## config.mk

```make
export PLATFORM = sky130hd
export DESIGN_NAME = fetch_prefetch
export DESIGN_NICKNAME = d
export VERILOG_FILES = /design/src/rtl/core_pkg.sv /design/src/rtl/sync_fifo.sv /design/src/rtl/fetch_prefetch.sv
export SDC_FILE = /design/constraint.sdc
export NUM_CORES = 1
export LEC_CHECK = 0
export CAP_MARGIN = 40
export CORE_ASPECT_RATIO = 0.9
export CORE_MARGIN = 1
export CORE_UTILIZATION = 49
export CTS_CLUSTER_SIZE = 25
export DETAILED_ROUTE_END_ITERATION = 8
export PLACE_DENSITY_LB_ADDON = 0.15
export SETUP_SLACK_MARGIN = 0.02
export SLEW_MARGIN = 20
export SYNTH_ARGS = -nofsm -noshare
export SYNTH_HDL_FRONTEND = slang
export SYNTH_SLANG_ARGS = --single-unit
export TNS_END_PERCENT = 1
```

## constraint.sdc

```tcl
create_clock -name clk -period 3.4 [get_ports clk]
set_clock_uncertainty 0.1 [all_clocks]
set_input_delay 0.68 -clock clk [delete_from_list [all_inputs] [get_ports clk]]
set_output_delay 0.68 -clock clk [all_outputs]
set_load 0.03 [all_outputs]
```

## src/rtl/core_pkg.sv

```systemverilog
// Shared core constants: instruction/address widths, reset fetch address and
// the sequential PC step.
package core_pkg;

    localparam int          INSTR_W      = 32;
    localparam int          ADDR_W       = 32;
    localparam logic [31:0] RESET_PC_DEF = 32'h0000_0000;
    localparam int          PC_INC       = 4;

endpackage

```

## src/rtl/sync_fifo.sv

```systemverilog
// Small synchronous FIFO with a synchronous flush. The caller guarantees
// that it never pushes while full (without a pop) and never pops while empty.
module sync_fifo #(
    parameter int DEPTH = 4,
    parameter int WIDTH = 64
) (
    input  logic                       clk,
    input  logic                       rst,
    input  logic                       push,
    input  logic                       pop,
    input  logic                       flush,
    input  logic [WIDTH-1:0]           wdata,
    output logic [WIDTH-1:0]           rdata,
    output logic [$clog2(DEPTH+1)-1:0] count,
    output logic                       empty,
    output logic                       full
);

    localparam int CW = $clog2(DEPTH + 1);
    localparam int PW = $clog2(DEPTH);

    logic [WIDTH-1:0] mem [DEPTH];
    logic [PW-1:0]    wr_ptr;
    logic [PW-1:0]    rd_ptr;

    // Pointers and count; flush empties the queue but keeps the storage contents.
    always_ff @(posedge clk or negedge rst) begin
        if (!rst) begin
            wr_ptr <= '0;
            rd_ptr <= '0;
            count  <= '0;
        end else if (flush) begin
            wr_ptr <= '0;
            rd_ptr <= '0;
            count  <= '0;
        end else begin
            if (push) wr_ptr <= wr_ptr + 1'b1;
            if (pop)  rd_ptr <= rd_ptr + 1'b1;
            count <= count + CW'(push) - CW'(pop);
        end
    end

    // Storage write; a push in a flush cycle is discarded.
    always_ff @(posedge clk) begin
        if (push && !flush) mem[wr_ptr] <= wdata;
    end

    assign rdata = mem[rd_ptr];
    assign empty = (count == '0);
    assign full  = (count == CW'(DEPTH));

endmodule

```

## src/rtl/fetch_prefetch.sv

```systemverilog
// Prefetching fetch stage. Requests instruction words ahead of decode, keeps
// returned words with their PCs in a small FIFO, and restarts on redirect.
//
// Handshakes:
//   imem: a request is presented with imem_req_o/imem_addr_o and is taken in
//         any cycle where imem_req_o && imem_gnt_i. Once raised, the request
//         and its address hold until granted, except in a redirect cycle where
//         it is withdrawn. Responses (imem_rvalid_i) come back in grant order.
//   decode: an instruction transfers in any cycle where instr_valid_o &&
//         instr_ready_i; instr_o/pc_o are stable while valid is held.
// A request is only raised when FIFO entries plus in-flight reads leave room,
// so every response always has a slot waiting for it.
module fetch_prefetch
    import core_pkg::*;
#(
    parameter int                    DATA_WIDTH = INSTR_W,
    parameter int                    ADDR_WIDTH = ADDR_W,
    parameter int                    DEPTH      = 4,
    parameter logic [ADDR_WIDTH-1:0] RESET_PC   = ADDR_WIDTH'(RESET_PC_DEF)
) (
    input  logic                       clk,
    input  logic                       rst,
    input  logic                       redirect_i,
    input  logic [ADDR_WIDTH-1:0]      redirect_pc_i,
    output logic                       imem_req_o,
    output logic [ADDR_WIDTH-1:0]      imem_addr_o,
    input  logic                       imem_gnt_i,
    input  logic                       imem_rvalid_i,
    input  logic [DATA_WIDTH-1:0]      imem_rdata_i,
    output logic                       instr_valid_o,
    input  logic                       instr_ready_i,
    output logic [DATA_WIDTH-1:0]      instr_o,
    output logic [ADDR_WIDTH-1:0]      pc_o,
    output logic [ADDR_WIDTH-1:0]      pc_plus4_o,
    output logic [$clog2(DEPTH+1)-1:0] occupancy_o
);

    localparam int                    CW  = $clog2(DEPTH + 1);
    localparam logic [ADDR_WIDTH-1:0] INC = ADDR_WIDTH'(PC_INC);

    logic [ADDR_WIDTH-1:0]            fetch_pc;
    logic [ADDR_WIDTH-1:0]            resp_pc;
    logic [CW-1:0]                    outstanding;
    logic [CW-1:0]                    discard;
    logic [CW-1:0]                    count;
    logic [CW:0]                      inflight;
    logic                             issue;
    logic                             keep;
    logic                             pop;
    logic                             empty;
    logic                             full;
    logic [ADDR_WIDTH+DATA_WIDTH-1:0] head;

    // Reserve a FIFO slot for every read in flight; reset holds the request low.
    assign inflight      = {1'b0, count} + {1'b0, outstanding};
    assign imem_req_o    = rst && !full && (inflight < (CW+1)'(DEPTH)) && !redirect_i;
    assign imem_addr_o   = fetch_pc;
    assign issue         = imem_req_o && imem_gnt_i;
    // Responses still owed to a flushed stream are dropped until discard drains.
    assign keep          = imem_rvalid_i && !redirect_i && (discard == '0);
    assign instr_valid_o = !empty && !redirect_i;
    assign pop           = instr_valid_o && instr_ready_i;

    // Request and response PCs; a redirect restarts both streams at the target.
    always_ff @(posedge clk or negedge rst) begin
        if (!rst) begin
            fetch_pc <= RESET_PC;
            resp_pc  <= RESET_PC;
        end else if (redirect_i) begin
            fetch_pc <= redirect_pc_i;
            resp_pc  <= redirect_pc_i;
        end else begin
            if (issue) fetch_pc <= fetch_pc + INC;
            if (keep)  resp_pc  <= resp_pc + INC;
        end
    end

    // In-flight and to-be-dropped counters; discard is always rebuilt from outstanding.
    always_ff @(posedge clk or negedge rst) begin
        if (!rst) begin
            outstanding <= '0;
            discard     <= '0;
        end else begin
            outstanding <= outstanding + CW'(issue) - CW'(imem_rvalid_i);
            if (redirect_i) begin
                discard <= outstanding - CW'(imem_rvalid_i);
            end else if (imem_rvalid_i && (discard != '0)) begin
                discard <= discard - 1'b1;
            end
        end
    end

    sync_fifo #(
        .DEPTH (DEPTH),
        .WIDTH (ADDR_WIDTH + DATA_WIDTH)
    ) u_fifo (
        .clk   (clk),
        .rst   (rst),
        .push  (keep),
        .pop   (pop),
        .flush (redirect_i),
        .wdata ({resp_pc, imem_rdata_i}),
        .rdata (head),
        .count (count),
        .empty (empty),
        .full  (full)
    );

    assign pc_o        = head[ADDR_WIDTH+DATA_WIDTH-1 -: ADDR_WIDTH];
    assign instr_o     = head[DATA_WIDTH-1:0];
    assign pc_plus4_o  = pc_o + INC;
    assign occupancy_o = count;

endmodule

```

==> results.cfg <==
[run_status]
outcome = finished with violations
violations = negative setup slack

[placed_design]
numPortBuffers = 202
place_area_sq_mm = 0.0170
post-place-ws_ns = 0.0255
routabilityCongestion = 0.819
place_hpwl_microns = 20600

[clock_tree]
cts_buffer_depth = 3
cts_buffers = 36
cts-root-buf = clkbuf_16
htreeDepth = 2
cts_tree = yes
cts-hold-fix-buffers = 0
clk_pin_slew_ns = 0.06
cts_sinks = 333
worstSkewPairLatency_ns = 0.51

[floorplan]
core_sq_mm = 0.0283
start_util_pct = 50.4
die_x_microns = 182
io_pins = 203
dieArea_sq_mm = 0.0298
die_h_microns = 164
num_rows = 58

[power]
p_per_area_mw_per_mm2 = 711
ir_worst_vdd_uv = 407
total_power_mw = 13.2
p_leak_nw = 6.66

[setup_path]
critPathArrivalTime_ns = 2.78
cp-endpoint = pc_plus4_o[31]
ff2ff_setup_slack_ns = 0.64
start_kind = register
worstPathMaxFanout = 9
r2r-start = u_fifo.count[2]$_DFF_PN0_
required_ns = 2.62
endpoint_kind = output port
crit_type = register to output port
worstRegToRegCells = 12
crit_path_start = u_fifo.rd_ptr[0]$_DFFE_PN0P_
reg2reg_to = outstanding[2]$_DFF_PN0_

[sta]
finalCriticalPeriod_ns = 3.56
finalCritPeriodShare_pct = 105
rsz0062_at_grt = true
fmax_mhz = 281
setup_viol = 19
worstMarginPinSlew_ns = 0.763
drv_slew = 0
relSlewSlack_pct = 48.7
finalWorstSetupSlack_ns = -0.156
hold_viol = 0

[route]
wl_met3_microns = 1660
route.detailed.drc = 0
top_layer = met4
wl_microns = 30700
wl_met1_microns = 14400
drtPass1Iterations = 4
drtIter0Drc = 524
avgRoutedWirePerCell_microns = 19.8
met2RoutedLength_microns = 14200
viasPerCell = 5.50
antenna_left = 0
vias = 8544

[final_layout]
layout_commonest_cell = edfxtp_1
stdcell_area_sq_mm = 0.0186
final_util_pct = 65.6
nNetsFinal = 1257
area_delta_synth_final_pct = 30.3
n_antenna_cell = 0
drive_above_1_share_pct = 22.2
final_cell_mix = edfxtp_1 (256), clkdlybuf4s50_1 (129), buf_4 (88)

[yosys]
syn_area_sq_mm = 0.0143
postSynth.asyncResetShare_pct = 23.1
syn-instance-count = 890
syn_nets = 979
syn_avg_cell_area_sq_um = 16.0
synth.distinct_cells = 53
synth.top_cell.area_share_pct = 53.9
synthTopCellsByArea = edfxtp_1 (54%), dfrtp_1 (14%), mux4_2 (7.7%), xnor2_1 (3.6%), mux4_1 (2.8%)
synth_area_leader_cell = edfxtp_1
ys_seq_elements = 333
synth-edff-count = 256
synth-main-ff-cell = edfxtp_1
ys_warn_count = 0
ys_seq_area_share_pct = 67.4

[job]
maxCapViolCount = 0

[global_routing]
grtUsageTotal_pct = 21.3
grt_max_degree = 53
grt.overflow.total = 0
grt_pass1_vias = 8631
grt_pass1_wl_microns = 48400
antenna_found_initial = 0

[worst_hold_path]
hold_path_class = primary input to asynchronous set/reset pin
## where the power goes
part           switching, mW  leakage [nW]  internal (mW)  total [mW]
combinational           2.24          2.81           1.87        4.11
clock                   1.54         0.624           2.65        4.19
sequential             0.246          3.23           4.66        4.90
## registers in the layout, indices dropped and copies added, names as in the netlist
| register | cells |
|---|---|
| imem_addr_o | 32 |
| outstanding | 3 |
| resp_pc | 32 |
| u_fifo.rd_ptr | 2 |
| u_fifo.wr_ptr | 2 |
| discard | 3 |
| u_fifo.count | 3 |
| u_fifo.mem | 256 |
## critical path, cell delays in order (launching register included)
cell     delay (ns)
dfrtp_4        0.50
buf_12         0.16
mux4_2         0.40
buf_4          0.15
nand4_4        0.13
nor2_2         0.19
nand4_1        0.15
buf_4          0.18
xnor2_1        0.14
buf_4          0.15
buf_12         0.11
## Yosys cell counts (3+ instances only)
| cell type | instances |
|---|---|
| a21oi_1 | 15 |
| buf_2 | 7 |
| ha_1 | 17 |
| a21o_1 | 4 |
| buf_1 | 5 |
| dfrtp_1 | 77 |
| clkbuf_1 | 20 |
| nor2b_1 | 3 |
| and2_1 | 7 |
| o21ai_0 | 28 |
| nand4_1 | 28 |
| or4_1 | 5 |
| a31oi_1 | 6 |
| nor3_1 | 18 |
| buf_4 | 4 |
| nor2_1 | 34 |
| nand2_1 | 56 |
| and4_1 | 5 |
| a221o_1 | 3 |
| and3_1 | 16 |
| o211ai_1 | 8 |
| xnor2_1 | 58 |
| or3_1 | 6 |
| mux2_2 | 14 |
| xor2_1 | 16 |
| mux4_2 | 49 |
| edfxtp_1 | 256 |
| nand3_1 | 32 |
| mux4_1 | 15 |
| nor4_1 | 7 |
| o311ai_0 | 4 |
| inv_1 | 37 |
## kinds of logic (layout without fill, tap and decap cells)
family                   Yosys count  count (layout)  synth area share [%]
AND/OR/NAND/NOR                  231             231                  8.77
AO/OA/AOI/OAI                     76              76                  3.30
flip-flops                       333             333                  67.4
adder cells (fa/ha/maj)           19              19                  1.77
buffers and inverters             77             381                  2.41
multiplexers                      80              80                  11.8
XOR/XNOR                          74              74                  4.55
## through the flow
step	hold slack [ns]	setup TNS, ns	std cells
floorplan	0.284	-1.24	890
global placement	0.406	0	1465
detailed placement	0.419	0	1466
CTS	0.105	-2.36	1550
global route	0.121	-4.35	1554
finish	0.0928	-1.76	1554
## per-layer routing
| metal | GRT usage, % | vias to the layer above |
|---|---|---|
| met5 | 0 | - |
| met4 | 5.12 | 0 |
| met3 | 3.28 | 31 |
| met2 | 33.6 | 257 |
| met1 | 31.5 | 4261 |
| li1 | - | 3995 |
## worst min-delay path by stage
stage               depth (start not counted)                          end                  startpoint
floorplan                                   0       discard[0]$_DFFE_PN0P_                         rst
global placement                            0  u_fifo.mem[1][32]$_DFFE_PP_      resp_pc[0]$_DFFE_PN0P_
detailed placement                          2   imem_addr_o[0]$_DFFE_PN0P_  imem_addr_o[0]$_DFFE_PN0P_
CTS                                         2   imem_addr_o[7]$_DFFE_PN0P_                         rst
global route                                2   imem_addr_o[7]$_DFFE_PN0P_                         rst
finish                                      2   imem_addr_o[8]$_DFFE_PN0P_                         rst
## repair_timing
item                                    CTS  global route
setup buffers                            20             4
pin swaps                                10             9
endpoints found under the setup margin   78            31
hold endpoints to repair                  0             0
gates resized for setup                  59            13
cloned                                    0             0
## cell type report
| cell class | instances | area [sq um] |
|---|---|---|
| clock inverters | 23 | 332 |
| well taps | 360 | 450 |
| repair buffers | 279 | 2710 |
| multi-input cells | 480 | 4370 |
| flip-flops and latches | 333 | 9620 |
| clock buffers | 41 | 962 |
| inverters | 38 | 143 |
| fillers | 2054 | 9720 |
No activity file was read; power rests on OpenSTA's default activity.
